--- src/rtl/memoredf_pkg.sv ---
// rtl/memoredf_pkg.sv - shared types, constants and helpers for the EDF dispatcher
package memoredf_pkg;

  typedef enum logic {IDLE, ISSUE} disp_state_t;

  // Cycles a popped queue stays ineligible: head-pointer update plus registered BRAM read
  localparam int SETTLE_CYCLES = 2;

  function automatic int qidx_w(input int n);
    return (n > 1) ? $clog2(n) : 1;
  endfunction

endpackage

--- src/rtl/edf_dispatcher_if.sv ---
// rtl/edf_dispatcher_if.sv - memory-side valid/ready port of the EDF dispatcher
interface edf_dispatcher_if #(
  parameter int NB_QUEUES = 4,
  parameter int DATA_SIZE = 8
) ();

  localparam int QW = memoredf_pkg::qidx_w(NB_QUEUES);

  logic [DATA_SIZE-1:0] m_data;
  logic [QW-1:0]        m_source;
  logic                 m_valid;
  logic                 m_ready;

  modport master (output m_data, output m_source, output m_valid, input m_ready);
  modport slave  (input m_data, input m_source, input m_valid, output m_ready);

endinterface

--- src/rtl/edf_min_select.sv ---
// rtl/edf_min_select.sv - earliest-deadline argmin over eligible queues with best-effort fallback
module edf_min_select
  import memoredf_pkg::*;
#(
  parameter int NB_QUEUES     = 4,
  parameter int REGISTER_SIZE = 32
) (
  input  logic [NB_QUEUES*REGISTER_SIZE-1:0]  remaining,
  input  logic [NB_QUEUES-1:0]                eligible,
  input  logic [NB_QUEUES-1:0]                best_effort,
  output logic [qidx_w(NB_QUEUES)-1:0]        sel,
  output logic                                any_eligible
);

  localparam int QW = qidx_w(NB_QUEUES);

  logic                     found_rt;
  logic                     found_be;
  logic [REGISTER_SIZE-1:0] best_rem;
  logic [QW-1:0]            sel_rt;
  logic [QW-1:0]            sel_be;

  // Strict less-than keeps the lowest index on ties; deadline queues always beat best-effort ones
  always_comb begin
    found_rt = 1'b0;
    found_be = 1'b0;
    best_rem = '0;
    sel_rt   = '0;
    sel_be   = '0;
    for (int i = 0; i < NB_QUEUES; i++) begin
      if (eligible[i] && !best_effort[i] &&
          (!found_rt || remaining[i*REGISTER_SIZE +: REGISTER_SIZE] < best_rem)) begin
        found_rt = 1'b1;
        best_rem = remaining[i*REGISTER_SIZE +: REGISTER_SIZE];
        sel_rt   = QW'(i);
      end
      if (eligible[i] && best_effort[i] && !found_be) begin
        found_be = 1'b1;
        sel_be   = QW'(i);
      end
    end
    sel          = found_rt ? sel_rt : sel_be;
    any_eligible = |eligible;
  end

endmodule

--- src/rtl/edf_dispatcher.sv ---
// rtl/edf_dispatcher.sv - EDF arbiter over queue heads with deadline tracking (option: MEMOREDF_MISS_CNT_EN)
module edf_dispatcher
  import memoredf_pkg::*;
#(
  parameter int NB_QUEUES     = 4,
  parameter int DATA_SIZE     = 8,
  parameter int REGISTER_SIZE = 32
) (
  input  logic                               clock,
  input  logic                               reset,
  input  logic [NB_QUEUES*DATA_SIZE-1:0]     q_valueOut,
  input  logic [NB_QUEUES-1:0]               q_empty,
  output logic [NB_QUEUES-1:0]               q_consumed,
  input  logic [NB_QUEUES*REGISTER_SIZE-1:0] period,
  input  logic [NB_QUEUES-1:0]               miss_clear,
  output logic [NB_QUEUES-1:0]               deadline_miss,
`ifdef MEMOREDF_MISS_CNT_EN
  output logic [NB_QUEUES*16-1:0]            miss_count,
`endif
  edf_dispatcher_if.master                   mem
);

  localparam int                       QW          = qidx_w(NB_QUEUES);
  localparam logic [1:0]               SETTLE_INIT = 2'(SETTLE_CYCLES);
  localparam logic [REGISTER_SIZE-1:0] ONE_R       = 1;

  disp_state_t                                state, state_nx;
  logic [NB_QUEUES-1:0][REGISTER_SIZE-1:0]    remaining;
  logic [NB_QUEUES-1:0][1:0]                  settle;
  logic [NB_QUEUES-1:0]                       eligible;
  logic [NB_QUEUES-1:0]                       best_effort;
  logic [NB_QUEUES-1:0]                       miss_evt;
  logic [QW-1:0]                              sel;
  logic                                       any_eligible;
  logic                                       load;

  // Per-queue eligibility, best-effort class and the raw miss condition
  always_comb begin
    eligible    = '0;
    best_effort = '0;
    miss_evt    = '0;
    for (int i = 0; i < NB_QUEUES; i++) begin
      best_effort[i] = (period[i*REGISTER_SIZE +: REGISTER_SIZE] == '0);
      eligible[i]    = !q_empty[i] && (settle[i] == 2'd0);
      miss_evt[i]    = !q_empty[i] && !q_consumed[i] && (remaining[i] == '0) && !best_effort[i];
    end
  end

  edf_min_select #(
    .NB_QUEUES     (NB_QUEUES),
    .REGISTER_SIZE (REGISTER_SIZE)
  ) u_min_select (
    .remaining    (remaining),
    .eligible     (eligible),
    .best_effort  (best_effort),
    .sel          (sel),
    .any_eligible (any_eligible)
  );

  // State register
  always_ff @(posedge clock or posedge reset) begin
    if (reset) state <= IDLE;
    else       state <= state_nx;
  end

  // Next state and load decision: a new head is taken whenever the output slot is free or draining
  always_comb begin
    state_nx = state;
    load     = 1'b0;
    case (state)
      IDLE: begin
        if (any_eligible) begin
          load     = 1'b1;
          state_nx = ISSUE;
        end
      end
      ISSUE: begin
        if (mem.m_ready) begin
          if (any_eligible) load = 1'b1;
          else              state_nx = IDLE;
        end
      end
      default: state_nx = IDLE;
    endcase
  end

  // Output register and one-cycle pop strobe
  always_ff @(posedge clock or posedge reset) begin
    if (reset) begin
      mem.m_data   <= '0;
      mem.m_source <= '0;
      mem.m_valid  <= 1'b0;
      q_consumed   <= '0;
    end else begin
      q_consumed  <= '0;
      mem.m_valid <= (state_nx == ISSUE);
      if (load) begin
        mem.m_data      <= q_valueOut[sel*DATA_SIZE +: DATA_SIZE];
        mem.m_source    <= sel;
        q_consumed[sel] <= 1'b1;
      end
    end
  end

  // Settle counters keep a just-popped queue out of arbitration until its new head is readable
  always_ff @(posedge clock or posedge reset) begin
    if (reset) begin
      settle <= '0;
    end else begin
      for (int i = 0; i < NB_QUEUES; i++) begin
        if (load && (sel == QW'(i))) settle[i] <= SETTLE_INIT;
        else if (settle[i] != 2'd0)  settle[i] <= settle[i] - 2'd1;
      end
    end
  end

  // Deadline countdown per queue head and sticky miss flags; clear beats a same-cycle set
  always_ff @(posedge clock or posedge reset) begin
    if (reset) begin
      remaining     <= '0;
      deadline_miss <= '0;
    end else begin
      for (int i = 0; i < NB_QUEUES; i++) begin
        if (q_empty[i] || q_consumed[i])
          remaining[i] <= period[i*REGISTER_SIZE +: REGISTER_SIZE];
        else if (remaining[i] != '0)
          remaining[i] <= remaining[i] - ONE_R;
        if (miss_clear[i])    deadline_miss[i] <= 1'b0;
        else if (miss_evt[i]) deadline_miss[i] <= 1'b1;
      end
    end
  end

`ifdef MEMOREDF_MISS_CNT_EN
  logic [NB_QUEUES-1:0][15:0] miss_cnt;
  logic [NB_QUEUES-1:0]       miss_evt_q;

  // Saturating count of miss episodes (rising edges of the miss condition)
  always_ff @(posedge clock or posedge reset) begin
    if (reset) begin
      miss_cnt   <= '0;
      miss_evt_q <= '0;
    end else begin
      miss_evt_q <= miss_evt;
      for (int i = 0; i < NB_QUEUES; i++) begin
        if (miss_clear[i])
          miss_cnt[i] <= '0;
        else if (miss_evt[i] && !miss_evt_q[i] && (miss_cnt[i] != 16'hFFFF))
          miss_cnt[i] <= miss_cnt[i] + 16'd1;
      end
    end
  end

  assign miss_count = miss_cnt;
`endif

endmodule

--- src/flat_wrapper.sv ---
// flat-port wrapper written by rule: the top's interface ports become plain ports
module edf_dispatcher_flat import memoredf_pkg::*;
#(
  parameter int NB_QUEUES     = 4,
  parameter int DATA_SIZE     = 8,
  parameter int REGISTER_SIZE = 32
)
  (clock, reset, q_valueOut, q_empty, q_consumed, period, miss_clear, deadline_miss, mem_m_data, mem_m_source, mem_m_valid, mem_m_ready);
  edf_dispatcher_if #(.NB_QUEUES(NB_QUEUES), .DATA_SIZE(DATA_SIZE)) mem_i ();
  input  logic clock;
  input  logic reset;
  input  logic [NB_QUEUES*DATA_SIZE-1:0] q_valueOut;
  input  logic [NB_QUEUES-1:0] q_empty;
  output logic [NB_QUEUES-1:0] q_consumed;
  input  logic [NB_QUEUES*REGISTER_SIZE-1:0] period;
  input  logic [NB_QUEUES-1:0] miss_clear;
  output logic [NB_QUEUES-1:0] deadline_miss;
  output wire logic [$bits(mem_i.m_data)-1:0] mem_m_data;
  output wire logic [$bits(mem_i.m_source)-1:0] mem_m_source;
  output wire logic [$bits(mem_i.m_valid)-1:0] mem_m_valid;
  input wire logic [$bits(mem_i.m_ready)-1:0] mem_m_ready;
  assign mem_m_data = mem_i.m_data;
  assign mem_m_source = mem_i.m_source;
  assign mem_m_valid = mem_i.m_valid;
  assign mem_i.m_ready = mem_m_ready;
  edf_dispatcher #(.NB_QUEUES(NB_QUEUES), .DATA_SIZE(DATA_SIZE), .REGISTER_SIZE(REGISTER_SIZE)) u_core (.clock(clock), .reset(reset), .q_valueOut(q_valueOut), .q_empty(q_empty), .q_consumed(q_consumed), .period(period), .miss_clear(miss_clear), .deadline_miss(deadline_miss), .mem(mem_i));
endmodule
--- config.mk ---
export PLATFORM = sky130hd
export DESIGN_NAME = edf_dispatcher_flat
export DESIGN_NICKNAME = d
export VERILOG_FILES = /design/src/rtl/memoredf_pkg.sv /design/src/rtl/edf_dispatcher_if.sv /design/src/rtl/edf_min_select.sv /design/src/rtl/edf_dispatcher.sv /design/src/flat_wrapper.sv
export SDC_FILE = /design/constraint.sdc
export NUM_CORES = 1
export LEC_CHECK = 0
export ABC_AREA = 1
export CORE_UTILIZATION = 57
export DETAILED_ROUTE_END_ITERATION = 16
export PLACE_DENSITY_LB_ADDON = 0.12
export SYNTH_ARGS = -nofsm -noshare
export SYNTH_HDL_FRONTEND = slang
export SYNTH_SLANG_ARGS = --single-unit
--- constraint.sdc ---
create_clock -name clock -period 13.3 [get_ports clock]
set_clock_uncertainty 0.05 [all_clocks]
set_input_delay 3.325 -clock clock [delete_from_list [all_inputs] [get_ports clock]]
set_output_delay 3.325 -clock clock [all_outputs]
set_load 0.005 [all_outputs]
# --- After elaboration in Yosys (flattened, before gate mapping) ---
# Cells that the tools add are included.
# Widths: inputs -> output; s select.
op_classes:
  addsub: 8
  order_cmp: 5
  n_eq_ne: 3
  n_shift: 1
  mux: 49
  n_bitwise: 1
  reduce_logical: 94
op_table:
  columns: ["operator", "n"]
  rows:
  - ["$mux 32", 11]
  - ["$logic_not 32->1", 8]
  - ["$reduce_bool 32->1", 4]
  - ["$sub 32x1->32 const B", 4]
  - ["$lt 32x32->1", 3]
  - ["$logic_and 1x1->1", 35]
  - ["$reduce_bool 2->1", 16]
  - ["$shiftx 32x6->8", 1]
  - ["$mux 2", 13]
  - ["$mux 1", 21]
  - ["$logic_not 1->1", 18]
  - ["$logic_not 2->1", 5]
  - ["$sub 2x1->2 const B", 4]
  - ["$logic_or 1x1->1", 7]
  - ["$eq 2x2->1 const B", 2]
  - ["$mux 4", 1]
  - ["$pmux 1 s2", 2]
  - ["$reduce_or 4->1", 1]
  - ["$lt 2x3->1 const B", 1]
  - ["$demux 1 s2", 1]
  - ["$eq 2x1->1 const B", 1]
  - ["$ge 2x1->1 const B", 1]
  - ["$not 1->1", 1]
totals:
  ff_bits: 155
  inputBits: 171
  out_inout_bits: 19
  word_cells: 177

# --- Depth between registers and ports, before layout ---
# Gate-level depths: netlist (run 1).
depth:
  ltp_word: 22
  depth_mapped: 65
  depth_no_buf: 60

# --- Hierarchy ---
# From an unflattened synthesis (run 1), not the netlist that was laid out.
hier_totals:
  cells_unflattened: 2238
  area_unflattened_um2: 13928.4
modules_own_cells:
  columns: ["module", "instances", "cells_per_inst", "area_each_um2", "seq_area_each_um2"]
  rows:
  - ["edf_dispatcher", 1, 1754, 10999.3, 3878.7]
  - ["edf_min_select", 1, 484, 2929.1, 0.0]

# --- Worst setup path after synthesis (run 1) ---
# OpenSTA, ideal clock, no wires.
synth_timing:
  path_kind: "input port to flip-flop"
  start: "input port period[19]"
  end: "register u_core.mem.m_data[0]"
  setup_time_ns: 0.117
  t_arrival_ns: 9.104
  required_ns: 13.133
  setup_slack_ns: 4.029
  cell_stages: 55
  n_path_buf: 5
  path_cell_list: "nor2_1 > and2_1 > nand2_1 > nor2_1 > nand2_2 > nand2_1 > clkinv_1 > clkbuf_1 > nand2_1 > ha_1 > nand2_1 > inv_1 > nand3_1 > a31oi_1 > a2111oi_0 > nand2_1 > nand2_1 > nand2_1 > [19 not listed] > a21oi_1 > nor2_1 > a211oi_1 > o221a_2 > nand2_1 > nand2_1 > nand2_1 > nand2_1 > nand2_2 > nand2_4 > nand2_4 > buf_6 > nand2_1 > nand2_1 > nand2_1 > nand2_1 > nand2_1 > nand2_1"
synth_between:
  elab_chain_len: 18
  word_cells_on_any_way: 40
  cone_classes: "3 x order compare; 1 x shift; 17 x mux; 19 x reduce/logical"
synth_lines:
  columns: ["item", "line_no", "text"]
  rows:
  - ["start: declaration", "flat_wrapper.sv:15", "input logic [NB_QUEUES*REGISTER_SIZE-1:0] period;"]
  - ["$logic_not 32->1 (*)", "edf_dispatcher.sv:43", "best_effort[i] = (period[i*REGISTER_SIZE +: REGISTER_SIZE] == '0);"]
  - ["$logic_not 1->1", "edf_min_select.sv:31", "if (eligible[i] && !best_effort[i] &&"]
  - ["$logic_and 1x1->1", "edf_min_select.sv:31", null]
  - ["$mux 32 / $mux 1 (equally long branches)", "edf_min_select.sv:31", null]
  - ["$lt 32x32->1 / $logic_not 1->1 (equally long branches)", "edf_min_select.sv:32", "(!found_rt || remaining[i*REGISTER_SIZE +: REGISTER_SIZE] < best_rem)) begin"]
  - ["$logic_or 1x1->1", "edf_min_select.sv:32", null]
  - ["$logic_and 1x1->1", "edf_min_select.sv:31", null]
  - ["$mux 32 / $mux 1 (equally long branches)", "edf_min_select.sv:31", null]
  - ["[2 not listed]", null, null]
  - ["$logic_and 1x1->1", "edf_min_select.sv:31", null]
  - ["$mux 32 / $mux 1 (equally long branches)", "edf_min_select.sv:31", null]
  - ["$lt 32x32->1 / $logic_not 1->1 (equally long branches)", "edf_min_select.sv:32", null]
  - ["$logic_or 1x1->1", "edf_min_select.sv:32", null]
  - ["$logic_and 1x1->1", "edf_min_select.sv:31", null]
  - ["$mux 2 / $mux 1 (equally long branches)", "edf_min_select.sv:31", null]
  - ["$mux 2 (*)", "edf_min_select.sv:42", "sel = found_rt ? sel_rt : sel_be;"]
  - ["$shiftx 32x6->8 (*)", "edf_dispatcher.sv:98", "mem.m_data <= q_valueOut[sel*DATA_SIZE +: DATA_SIZE];"]
  - ["end signal: assignment", "edf_dispatcher.sv:98", null]
  - ["end: declaration", "edf_dispatcher_if.sv:14", "modport master (output m_data, output m_source, output m_valid, input m_ready);"]
# Every way passes the cells marked *; elsewhere a longest branch is shown, timed or not.
# A chain may end at the register's enable or synchronous reset.

# --- Worst setup path after layout (run 1) ---
layout_timing:
  start: "input port period[4]"
  end: "register u_core.settle[2] in the netlist's numbering"
layout_between:
  elab_chain_len: 20
  word_cells_on_any_way: 43
  cone_classes: "3 x order compare; 1 x eq/ne; 18 x mux; 21 x reduce/logical"
layout_lines:
  columns: ["item", "line_no", "text"]
  rows:
  - ["$logic_not 32->1 (*)", "edf_dispatcher.sv:43", null]
  - ["$logic_not 1->1", "edf_min_select.sv:31", null]
  - ["$logic_and 1x1->1", "edf_min_select.sv:31", null]
  - ["$mux 32 / $mux 1 (equally long branches)", "edf_min_select.sv:31", null]
  - ["$lt 32x32->1 / $logic_not 1->1 (equally long branches)", "edf_min_select.sv:32", null]
  - ["$logic_or 1x1->1", "edf_min_select.sv:32", null]
  - ["$logic_and 1x1->1", "edf_min_select.sv:31", null]
  - ["$mux 32 / $mux 1 (equally long branches)", "edf_min_select.sv:31", null]
  - ["[4 not listed]", null, null]
  - ["$lt 32x32->1 / $logic_not 1->1 (equally long branches)", "edf_min_select.sv:32", null]
  - ["$logic_or 1x1->1", "edf_min_select.sv:32", null]
  - ["$logic_and 1x1->1", "edf_min_select.sv:31", null]
  - ["$mux 2 / $mux 1 (equally long branches)", "edf_min_select.sv:31", null]
  - ["$mux 2 (*)", "edf_min_select.sv:42", null]
  - ["$eq 2x1->1 (*)", "edf_dispatcher.sv:111", "if (load && (sel == QW'(i))) settle[i] <= SETTLE_INIT;"]
  - ["$logic_and 1x1->1 (*)", "edf_dispatcher.sv:111", null]
  - ["$mux 2 / $reduce_bool 2->1 (equally long branches)", null, null]
  - ["end signal: assignment", "edf_dispatcher.sv:108", "settle <= '0;"]
  - ["end signal: indexed assignment", "edf_dispatcher.sv:111", null]
  - ["end: declaration", "edf_dispatcher.sv:29", "logic [NB_QUEUES-1:0][1:0] settle;"]
# Marked as above.

==> report_table.html, run 1 <==
<table>
<tr><th>Metric</th><th>Value</th></tr>
<tr><th colspan="2">Outcome</th></tr>
<tr><td>Result of the run</td><td>finished, final reports clean</td></tr>
<tr><th colspan="2">STA</th></tr>
<tr><td># setup viols final</td><td>0</td></tr>
<tr><td>Minimum period implied by the final worst setup slack</td><td>11.99 ns</td></tr>
<tr><td>FMAX</td><td>0.0834 GHz</td></tr>
<tr><td>Final setup TNS</td><td>0 ns</td></tr>
<tr><td>Transition at the pin with the smallest max-transition slack</td><td>0.947 ns</td></tr>
<tr><td>Setup slack after layout</td><td>1.31 ns</td></tr>
<tr><td>Number of pins exceeding their max-slew limit in the final report</td><td>0</td></tr>
<tr><td>RSZ-0062 raised after global routing</td><td>no</td></tr>
<tr><td>Period Utilization, post-route</td><td>90.1%</td></tr>
<tr><td>Hold WS</td><td>0.437 ns</td></tr>
<tr><td>Remaining max-slew budget at the tightest pin</td><td>36.9%</td></tr>
<tr><td>Hold Vio Cnt, Final</td><td>0</td></tr>
<tr><th colspan="2">Pwr</th></tr>
<tr><td>Seq pwr share</td><td>30.4%</td></tr>
<tr><td>Net switching component of the power</td><td>1.17 mW</td></tr>
<tr><td>Highest ir drop seen on vdd</td><td>0.104 mV</td></tr>
<tr><td>Static power due to leakage</td><td>6.73 nW</td></tr>
<tr><td>Sw Ratio</td><td>44.9%</td></tr>
<tr><td>Tot Pwr</td><td>2.62 mW</td></tr>
<tr><td>Power Internal</td><td>1.44 mW</td></tr>
<tr><td>Pwr per Cell Area</td><td>175 nW/µm²</td></tr>
<tr><td>Portion of total power attributed to combinational logic</td><td>48.8%</td></tr>
<tr><td>Clock network fraction of total power</td><td>20.7%</td></tr>
<tr><th colspan="2">Clock network</th></tr>
<tr><td>Maximum clock path buffer count</td><td>2</td></tr>
<tr><td>Clk Latency, worst-skew pair</td><td>0.44 ns</td></tr>
<tr><td>Count of cells resized by post-cts repair</td><td>0</td></tr>
<tr><td>Total CTS buffers</td><td>17</td></tr>
<tr><td>CTS root buf</td><td>sky130_fd_sc_hd__clkbuf_16</td></tr>
<tr><td>TritonCTS clock tree</td><td>yes</td></tr>
<tr><td>Count of H-tree levels built during CTS</td><td>4</td></tr>
<tr><td>Cts hold-fix bufs</td><td>0</td></tr>
<tr><td>CTS sink count</td><td>155</td></tr>
<tr><td>Post-CTS setup repair buffer count</td><td>0</td></tr>
<tr><td>Clock slew at the register clock pins of the worst setup and hold paths</td><td>0.07 ns</td></tr>
<tr><th colspan="2">Worst setup path</th></tr>
<tr><td>Setup crit end kind</td><td>flip-flop</td></tr>
<tr><td>Most common cell type on the critical path</td><td>sky130_fd_sc_hd__nand2_1</td></tr>
<tr><td>Worst setup path class</td><td>in -&gt; reg</td></tr>
<tr><td>Largest incremental delay on the critical path</td><td>0.70 ns</td></tr>
<tr><td>Flop2flop setup slack</td><td>4.31 ns</td></tr>
<tr><td>Required time of the worst setup path</td><td>13.58 ns</td></tr>
<tr><td>Biggest fanout along the worst timing path</td><td>63</td></tr>
<tr><td>Worst Path Arrival</td><td>12.27 ns</td></tr>
<tr><td>Critical Path Slowest Stage Cell</td><td>sky130_fd_sc_hd__clkinv_1</td></tr>
<tr><td>Nature of the critical path startpoint</td><td>input pin</td></tr>
<tr><th colspan="2">Placed design</th></tr>
<tr><td>Count of input and output buffers</td><td>189</td></tr>
<tr><td>Detailed placer's ending HPWL</td><td>27500 µm</td></tr>
<tr><td>Placement Setup Slack</td><td>1.10 ns</td></tr>
<tr><td>Weighted congestion at the end of routability-driven global placement</td><td>0.913</td></tr>
<tr><th colspan="2">Floorplanning</th></tr>
<tr><td>Area of the die</td><td>22000 µm²</td></tr>
<tr><td>Initial Utilization</td><td>58.0%</td></tr>
<tr><td>Floorplan Core Area</td><td>21000 µm²</td></tr>
<tr><td>IO Pins</td><td>190</td></tr>
<tr><td>Std-Cell Rows</td><td>53</td></tr>
<tr><td>Die Ht</td><td>148 µm</td></tr>
<tr><td>Die outline width</td><td>148 µm</td></tr>
<tr><th colspan="2">Worst hold path</th></tr>
<tr><td>Worst Hold Class</td><td>reg -&gt; reg</td></tr>
<tr><th colspan="2">Global route</th></tr>
<tr><td>GR Util All Layers</td><td>33.7%</td></tr>
<tr><td>Wire length of the first global-routing pass</td><td>58700 µm</td></tr>
<tr><td>Initial antenna violation count</td><td>0</td></tr>
<tr><td>Number of global-route vias before repair</td><td>11900</td></tr>
<tr><td>Largest net degree at the start of global routing</td><td>86</td></tr>
<tr><td>Total grt overflow</td><td>0</td></tr>
<tr><th colspan="2">Drt</th></tr>
<tr><td>Number of violations reported at the end of detailed-routing iteration 0</td><td>1006</td></tr>
<tr><td>DRC violations left</td><td>0</td></tr>
<tr><td>Number of optimization iterations in the first detailed-route pass</td><td>5</td></tr>
<tr><td>Vias</td><td>12600</td></tr>
<tr><td>Routed Antenna Nets</td><td>0</td></tr>
<tr><td>Final routed wirelength across all metal layers</td><td>35900 µm</td></tr>
<tr><td>Number of vias per cell after detailed routing</td><td>5.76</td></tr>
<tr><td>Per-cell routed wire length</td><td>16.3 µm</td></tr>
<tr><th colspan="2">Cells and area</th></tr>
<tr><td>Relative area change from synthesis to final layout</td><td>22.5%</td></tr>
<tr><td>Total number of nets in the final design</td><td>2179</td></tr>
<tr><td>Antenna cells</td><td>0</td></tr>
<tr><td>Share of layout cells above drive strength 1</td><td>4.17%</td></tr>
<tr><th colspan="2">Flow run</th></tr>
<tr><td>Max-capacitance violation count</td><td>0</td></tr>
<tr><th colspan="2">Logic synthesis</th></tr>
<tr><td>Synthesis-stage register bit count</td><td>155</td></tr>
<tr><td>Synth top cells by count</td><td>398 x sky130_fd_sc_hd__nand2_1, 236 x sky130_fd_sc_hd__nor2_1, 176 x sky130_fd_sc_hd__o21ai_0, 170 x sky130_fd_sc_hd__inv_1, 155 x sky130_fd_sc_hd__dfrtp_1</td></tr>
<tr><td>Biggest area contributors in the synthesized netlist</td><td>sky130_fd_sc_hd__dfrtp_1 32%, sky130_fd_sc_hd__nand2_1 12%, sky130_fd_sc_hd__ha_1 10%</td></tr>
<tr><td>Count of flip-flops with a built-in enable after synthesis</td><td>0</td></tr>
<tr><td>Ys async rst share</td><td>100%</td></tr>
<tr><td>Area share of the largest cell type after synthesis</td><td>31.8%</td></tr>
<tr><td>Top FF cell, synth</td><td>sky130_fd_sc_hd__dfrtp_1</td></tr>
<tr><td>Net Count, Synth</td><td>2018</td></tr>
<tr><td>Leading area contributor after synthesis</td><td>sky130_fd_sc_hd__dfrtp_1</td></tr>
<tr><td>Syn Inst Count</td><td>1746</td></tr>
<tr><td>Sequential-to-total area share from yosys stat</td><td>31.8%</td></tr>
<tr><td>Count of synthesis-stage warnings from yosys</td><td>0</td></tr>
<tr><td>Syn Std Cell Area</td><td>12200 µm²</td></tr>
<tr><td>Library cell with the highest instance count after synthesis</td><td>sky130_fd_sc_hd__nand2_1</td></tr>
<tr><td>Count of cell types in the netlist</td><td>46</td></tr>
<tr><td>Avg Cell Area, Syn</td><td>6.98 µm²</td></tr>
</table>
==> registers in the layout, summed over array words and instances (netlist names) <==
signal	flops
u_core.remaining	128
u_core.mem.m_data	8
u_core.settle	8
u_core.deadline_miss	4
u_core.q_consumed	4
u_core.mem.m_source	2
u_core.state	1
==> layout by cell type (no fill, tap or decap), types with 3 or more instances in the layout <==
master / Yosys / final
sky130_fd_sc_hd__xnor2_1: 20 / 20
sky130_fd_sc_hd__nand2_1: 398 / 398
sky130_fd_sc_hd__nor4_1: 32 / 32
sky130_fd_sc_hd__o21ai_0: 176 / 176
sky130_fd_sc_hd__nor3_1: 29 / 29
sky130_fd_sc_hd__nand3_1: 66 / 66
sky130_fd_sc_hd__or3_1: 4 / 4
sky130_fd_sc_hd__nor3_2: 5 / 5
sky130_fd_sc_hd__o211ai_1: 27 / 27
sky130_fd_sc_hd__a31oi_1: 27 / 27
sky130_fd_sc_hd__nand4_1: 29 / 29
sky130_fd_sc_hd__ha_1: 101 / 101
sky130_fd_sc_hd__inv_2: 5 / 5
sky130_fd_sc_hd__xor2_1: 47 / 47
sky130_fd_sc_hd__buf_4: 2 / 9
sky130_fd_sc_hd__o221ai_1: 9 / 9
sky130_fd_sc_hd__bufinv_16: 0 / 4
sky130_fd_sc_hd__a21oi_1: 93 / 93
sky130_fd_sc_hd__nand2_4: 3 / 3
sky130_fd_sc_hd__dfrtp_1: 155 / 155
sky130_fd_sc_hd__nor2_1: 236 / 232
sky130_fd_sc_hd__clkdlybuf4s50_1: 0 / 189
sky130_fd_sc_hd__nand3b_1: 3 / 3
sky130_fd_sc_hd__clkbuf_16: 0 / 17
sky130_fd_sc_hd__nor2_4: 0 / 3
sky130_fd_sc_hd__inv_6: 0 / 3
sky130_fd_sc_hd__inv_1: 170 / 169
sky130_fd_sc_hd__nand2_2: 4 / 4
sky130_fd_sc_hd__a211oi_1: 12 / 12
sky130_fd_sc_hd__or2_2: 14 / 14
==> power groups by stage <==
stage | logic, mW | registers [mW] | clock network (mW)
floorplan | 0.927 | 0.733 | 0
global placement | 1.21 | 0.793 | 0
detailed placement | 1.25 | 0.796 | 0
CTS | 1.27 | 0.790 | 0.542
global route | 1.47 | 0.812 | 0.564
finish | 1.28 | 0.796 | 0.543
==> through the flow <==
step                      instances  area [µm²]  utilization (%)
after global routing           2195       14900             71.0
after floorplan                1746       12200                -
after global placement         2163       14300             68.0
after CTS                      2195       14900             71.0
after detailed placement       2163       14300             68.0
final                          2195       14900             71.0
==> layout make-up <==
class                      count  area, µm²
multi-input combinational   1359       7440
fill                        1790       6100
sequential                   155       3880
timing repair buffer         198       1960
inverter                     176        666
clock buffer                  20        447
tap                          275        344
clock inverter                12        186
==> critical path: cells and delay by family <==
family / cells / cell delay, ns
AO/OA/AOI/OAI: 11 / 2.24
adder cells (fa/ha/maj): 3 / 0.96
buffers and inverters: 7 / 2.04
AND/OR/NAND/NOR: 30 / 3.65
==> cells by family after synthesis <==
family          synth area share, %
flops                          31.8
xor+xnor                       4.82
fa+ha+maj                      10.4
simple gates                   29.2
compound gates                 16.5
buf+inv                        7.27
==> per-layer routing <==
layer / part of all wire (%) / wire [µm] / GRT usage (%)
met5: 0 / 0 / 0
met4: 2.4 / 866 / 10.6
met3: 6.6 / 2350 / 4.39
met2: 48 / 17100 / 57.2
met1: 43 / 15600 / 44.6
==> final timing paths <==
check                                      from                       to  cells after the start
setup / recovery                      period[4]         u_core.settle[2]                     51
hold / removal             u_core.mem.m_data[1]     u_core.mem.m_data[1]                      2
setup reg to reg               u_core.settle[0]         u_core.settle[2]                     48
hold reg to reg            u_core.mem.m_data[1]     u_core.mem.m_data[1]                      2
max in group asynchronous                 reset  u_core.deadline_miss[3]                      3
min in group asynchronous                 reset     u_core.remaining[69]                      2
(Power assumes the default switching activity.)
==> inputs of run 2 (changes only) <==
ABC_AREA = 0   (was 1)
==> report_table.html, run 2 <==
<table>
<tr><th>Metric</th><th>Value</th></tr>
<tr><th colspan="2">Clock network</th></tr>
<tr><td>Count of cells resized by post-cts repair</td><td>0</td></tr>
<tr><td>Total CTS buffers</td><td>17</td></tr>
<tr><td>Clock slew at the register clock pins of the worst setup and hold paths</td><td>0.06 ns</td></tr>
<tr><td>CTS root buf</td><td>sky130_fd_sc_hd__clkbuf_16</td></tr>
<tr><td>Cts hold-fix bufs</td><td>0</td></tr>
<tr><td>Post-CTS setup repair buffer count</td><td>0</td></tr>
<tr><td>TritonCTS clock tree</td><td>yes</td></tr>
<tr><td>Maximum clock path buffer count</td><td>2</td></tr>
<tr><td>Clk Latency, worst-skew pair</td><td>0.44 ns</td></tr>
<tr><td>Count of H-tree levels built during CTS</td><td>4</td></tr>
<tr><td>CTS sink count</td><td>155</td></tr>
<tr><th colspan="2">STA</th></tr>
<tr><td>Transition at the pin with the smallest max-transition slack</td><td>0.921 ns</td></tr>
<tr><td>RSZ-0062 raised after global routing</td><td>no</td></tr>
<tr><td>Final setup TNS</td><td>0 ns</td></tr>
<tr><td>Number of pins exceeding their max-slew limit in the final report</td><td>0</td></tr>
<tr><td>Hold Vio Cnt, Final</td><td>0</td></tr>
<tr><td>Hold WS</td><td>0.440 ns</td></tr>
<tr><td>Remaining max-slew budget at the tightest pin</td><td>38.4%</td></tr>
<tr><td>Period Utilization, post-route</td><td>94.9%</td></tr>
<tr><td>FMAX</td><td>0.0793 GHz</td></tr>
<tr><td># setup viols final</td><td>0</td></tr>
<tr><td>Minimum period implied by the final worst setup slack</td><td>12.62 ns</td></tr>
<tr><th colspan="2">Logic synthesis</th></tr>
<tr><td>Synth top cells by count</td><td>211 x sky130_fd_sc_hd__nor2_1, 170 x sky130_fd_sc_hd__nand2_1, 155 x sky130_fd_sc_hd__dfrtp_1, 143 x sky130_fd_sc_hd__a21oi_1, 101 x sky130_fd_sc_hd__ha_1</td></tr>
<tr><td>Biggest area contributors in the synthesized netlist</td><td>sky130_fd_sc_hd__dfrtp_1 33%, sky130_fd_sc_hd__ha_1 11%, sky130_fd_sc_hd__nor2_1 6.6%</td></tr>
<tr><td>Synthesis-stage register bit count</td><td>155</td></tr>
<tr><td>Library cell with the highest instance count after synthesis</td><td>sky130_fd_sc_hd__nor2_1</td></tr>
<tr><td>Syn Std Cell Area</td><td>11900 µm²</td></tr>
<tr><td>Count of synthesis-stage warnings from yosys</td><td>0</td></tr>
<tr><td>Count of cell types in the netlist</td><td>73</td></tr>
<tr><td>Syn Inst Count</td><td>1482</td></tr>
<tr><td>Avg Cell Area, Syn</td><td>8.05 µm²</td></tr>
<tr><td>Ys async rst share</td><td>100%</td></tr>
<tr><td>Top FF cell, synth</td><td>sky130_fd_sc_hd__dfrtp_1</td></tr>
<tr><td>Net Count, Synth</td><td>1754</td></tr>
<tr><td>Area share of the largest cell type after synthesis</td><td>32.5%</td></tr>
<tr><td>Sequential-to-total area share from yosys stat</td><td>32.5%</td></tr>
<tr><td>Leading area contributor after synthesis</td><td>sky130_fd_sc_hd__dfrtp_1</td></tr>
<tr><td>Count of flip-flops with a built-in enable after synthesis</td><td>0</td></tr>
<tr><th colspan="2">Floorplanning</th></tr>
<tr><td>Std-Cell Rows</td><td>52</td></tr>
<tr><td>IO Pins</td><td>190</td></tr>
<tr><td>Area of the die</td><td>21500 µm²</td></tr>
<tr><td>Die Ht</td><td>147 µm</td></tr>
<tr><td>Initial Utilization</td><td>58.6%</td></tr>
<tr><td>Floorplan Core Area</td><td>20400 µm²</td></tr>
<tr><td>Die outline width</td><td>147 µm</td></tr>
<tr><th colspan="2">Placed design</th></tr>
<tr><td>Count of input and output buffers</td><td>189</td></tr>
<tr><td>Detailed placer's ending HPWL</td><td>27700 µm</td></tr>
<tr><td>Weighted congestion at the end of routability-driven global placement</td><td>0.982</td></tr>
<tr><th colspan="2">Cells and area</th></tr>
<tr><td>Register containing the most flip-flops in the final layout</td><td>u_core.remaining</td></tr>
<tr><td>Relative area change from synthesis to final layout</td><td>23.3%</td></tr>
<tr><td>Max reg flops</td><td>128</td></tr>
<tr><td>Filler instances</td><td>1610</td></tr>
<tr><td>Most common library cell in the layout ignoring fill and taps</td><td>sky130_fd_sc_hd__nor2_1</td></tr>
<tr><td>Total number of nets in the final design</td><td>1911</td></tr>
<tr><td>Antenna cells</td><td>0</td></tr>
<tr><td>Leading cell types in the layout, fill and taps excluded</td><td>209 x sky130_fd_sc_hd__nor2_1, 189 x sky130_fd_sc_hd__clkdlybuf4s50_1, 170 x sky130_fd_sc_hd__nand2_1</td></tr>
<tr><td>Largest registers ranked by flip-flop count</td><td>u_core.remaining: 128 flops, u_core.mem.m_data: 8 flops, u_core.settle: 8 flops</td></tr>
<tr><td>Share of layout cells above drive strength 1</td><td>5.94%</td></tr>
<tr><th colspan="2">Worst setup path</th></tr>
<tr><td>Worst reg2reg path startpoint</td><td>u_core.settle[0]</td></tr>
<tr><td>Largest incremental delay on the critical path</td><td>0.69 ns</td></tr>
<tr><td>RR Endpoint</td><td>u_core.mem.m_data[5]</td></tr>
<tr><td>Critical Path Slowest Stage Cell</td><td>sky130_fd_sc_hd__or4_1</td></tr>
<tr><td>Biggest fanout along the worst timing path</td><td>37</td></tr>
<tr><td>Worst Path Arrival</td><td>12.90 ns</td></tr>
<tr><td>Flop2flop setup slack</td><td>3.88 ns</td></tr>
<tr><td>Worst setup path class</td><td>in -&gt; reg</td></tr>
<tr><td>Nature of the critical path startpoint</td><td>input pin</td></tr>
<tr><td>Setup crit end kind</td><td>flip-flop</td></tr>
<tr><td>Reg2Reg Depth</td><td>33</td></tr>
<tr><td>Required time of the worst setup path</td><td>13.59 ns</td></tr>
<tr><th colspan="2">Pwr</th></tr>
<tr><td>Seq pwr share</td><td>33.1%</td></tr>
<tr><td>Highest ir drop seen on vdd</td><td>0.113 mV</td></tr>
<tr><td>Sw Ratio</td><td>43.7%</td></tr>
<tr><td>Net switching component of the power</td><td>1.13 mW</td></tr>
<tr><td>Pwr per Cell Area</td><td>176 nW/µm²</td></tr>
<tr><td>Portion of total power attributed to combinational logic</td><td>47.1%</td></tr>
<tr><td>Clock network fraction of total power</td><td>19.8%</td></tr>
<tr><td>Power Internal</td><td>1.46 mW</td></tr>
<tr><td>Static power due to leakage</td><td>5.67 nW</td></tr>
<tr><th colspan="2">Drt</th></tr>
<tr><td>Final routed wirelength across all metal layers</td><td>36200 µm</td></tr>
<tr><td>Number of vias per cell after detailed routing</td><td>6.36</td></tr>
<tr><td>Vias</td><td>12200</td></tr>
<tr><td>Routed Antenna Nets</td><td>0</td></tr>
<tr><td>Number of optimization iterations in the first detailed-route pass</td><td>5</td></tr>
<tr><td>Number of violations reported at the end of detailed-routing iteration 0</td><td>939</td></tr>
<tr><td>DRC violations left</td><td>0</td></tr>
<tr><td>Per-cell routed wire length</td><td>18.8 µm</td></tr>
<tr><th colspan="2">Flow run</th></tr>
<tr><td>Max-capacitance violation count</td><td>0</td></tr>
<tr><th colspan="2">Global route</th></tr>
<tr><td>Largest net degree at the start of global routing</td><td>87</td></tr>
<tr><td>Number of global-route vias before repair</td><td>11600</td></tr>
<tr><td>Total grt overflow</td><td>0</td></tr>
<tr><td>Wire length of the first global-routing pass</td><td>58600 µm</td></tr>
<tr><td>Initial antenna violation count</td><td>0</td></tr>
<tr><td>GR Util All Layers</td><td>34.1%</td></tr>
<tr><th colspan="2">Outcome</th></tr>
<tr><td>Result of the run</td><td>finished, final reports clean</td></tr>
<tr><th colspan="2">Worst hold path</th></tr>
<tr><td>Number of stages on the worst hold path</td><td>2</td></tr>
<tr><td>Worst Hold Class</td><td>reg -&gt; reg</td></tr>
<tr><td>WHS Endpoint</td><td>u_core.mem.m_source[1]</td></tr>
<tr><td>Worst Min Path Start</td><td>u_core.mem.m_source[1]</td></tr>
</table>
==> run 2: changes by cell type after synthesis, moves of 26 or more <==
cell,before,now
sky130_fd_sc_hd__nand2_1,398,170
sky130_fd_sc_hd__inv_1,170,30
sky130_fd_sc_hd__o21ai_0,176,75
sky130_fd_sc_hd__a21oi_1,93,143
sky130_fd_sc_hd__nand3_1,66,22
sky130_fd_sc_hd__a211oi_1,12,44
sky130_fd_sc_hd__nor4_1,32,59
sky130_fd_sc_hd__o31ai_1,1,28
sky130_fd_sc_hd__xor2_1,47,21
==> run 2: layer usage <==
layer  part of all wire (%)  wire [µm]  vias up  global-route usage, %
met5                      0          0        -                      0
met4                    2.3        847        0                   11.4
met3                    8.8       3200       71                   6.69
met2                     44      16100      555                   52.9
met1                     44      16000     5776                   47.7
li1                       -          -     5806                      -
==> run 2: through the flow <==
stage | cells | power, mW | utilization (%) | setup slack (ns) | area [µm²]
floorplan | 1482 | 1.63 | - | 1.52 | 11900
global placement | 1890 | 2.00 | 69.2 | 0.0524 | 14100
detailed placement | 1890 | 2.05 | 69.2 | -0.0984 | 14100
CTS | 1920 | 2.57 | 72.1 | 0.320 | 14700
global route | 1920 | 2.79 | 72.2 | 0.109 | 14700
finish | 1920 | 2.59 | 72.2 | 0.684 | 14700
==> run 2: worst max path at each step <==
stage	start	depth (start not counted)	to
floorplan	period[26]	40	u_core.mem.m_data[0]
global placement	period[18]	35	u_core.mem.m_data[1]
detailed placement	period[18]	35	u_core.mem.m_data[3]
CTS	period[18]	35	u_core.mem.m_data[5]
global route	period[18]	36	u_core.mem.m_data[3]
finish	period[18]	34	u_core.mem.m_data[5]
==> run 2: cell families (layout without fill, tap and decap cells) <==
| logic type | Yosys count | after routing | synth area share, % |
|---|---|---|---|
| buf+inv | 96 | 264 | 3.10 |
| compound gates | 381 | 381 | 19.8 |
| mux | 24 | 24 | 2.07 |
| fa+ha+maj | 101 | 101 | 10.6 |
| xor+xnor | 65 | 65 | 4.77 |
| flops | 155 | 155 | 32.5 |
| simple gates | 660 | 660 | 27.1 |
==> run 2: worst max-delay path, delay by kind of cell <==
kind	cells	cell delay (ns)
compound gates	16	4.03
simple gates	11	3.65
fa+ha+maj	3	0.80
buf+inv	4	1.07
==> run 2: power by group through the flow <==
| stage | Sequential, mW | Combinational [mW] | Clock (mW) |
|---|---|---|---|
| 2_1_floorplan | 0.748 | 0.885 | 0 |
| 3_3_place_gp | 0.846 | 1.16 | 0 |
| 3_5_place_dp | 0.848 | 1.20 | 0 |
| 4_1_cts | 0.845 | 1.21 | 0.516 |
| 5_1_grt | 0.871 | 1.38 | 0.537 |
| 6_report | 0.859 | 1.22 | 0.514 |
==> run 2: final cells by class <==
type	instances	area [µm²]	area share, %
clock buffer	18	439	2.99
clock inverter	12	164	1.11
inverter	30	118	0.800
multi-input combinational	1231	7740	52.6
sequential	155	3880	26.4
tap	270	338	2.30
timing repair buffer	204	2030	13.8
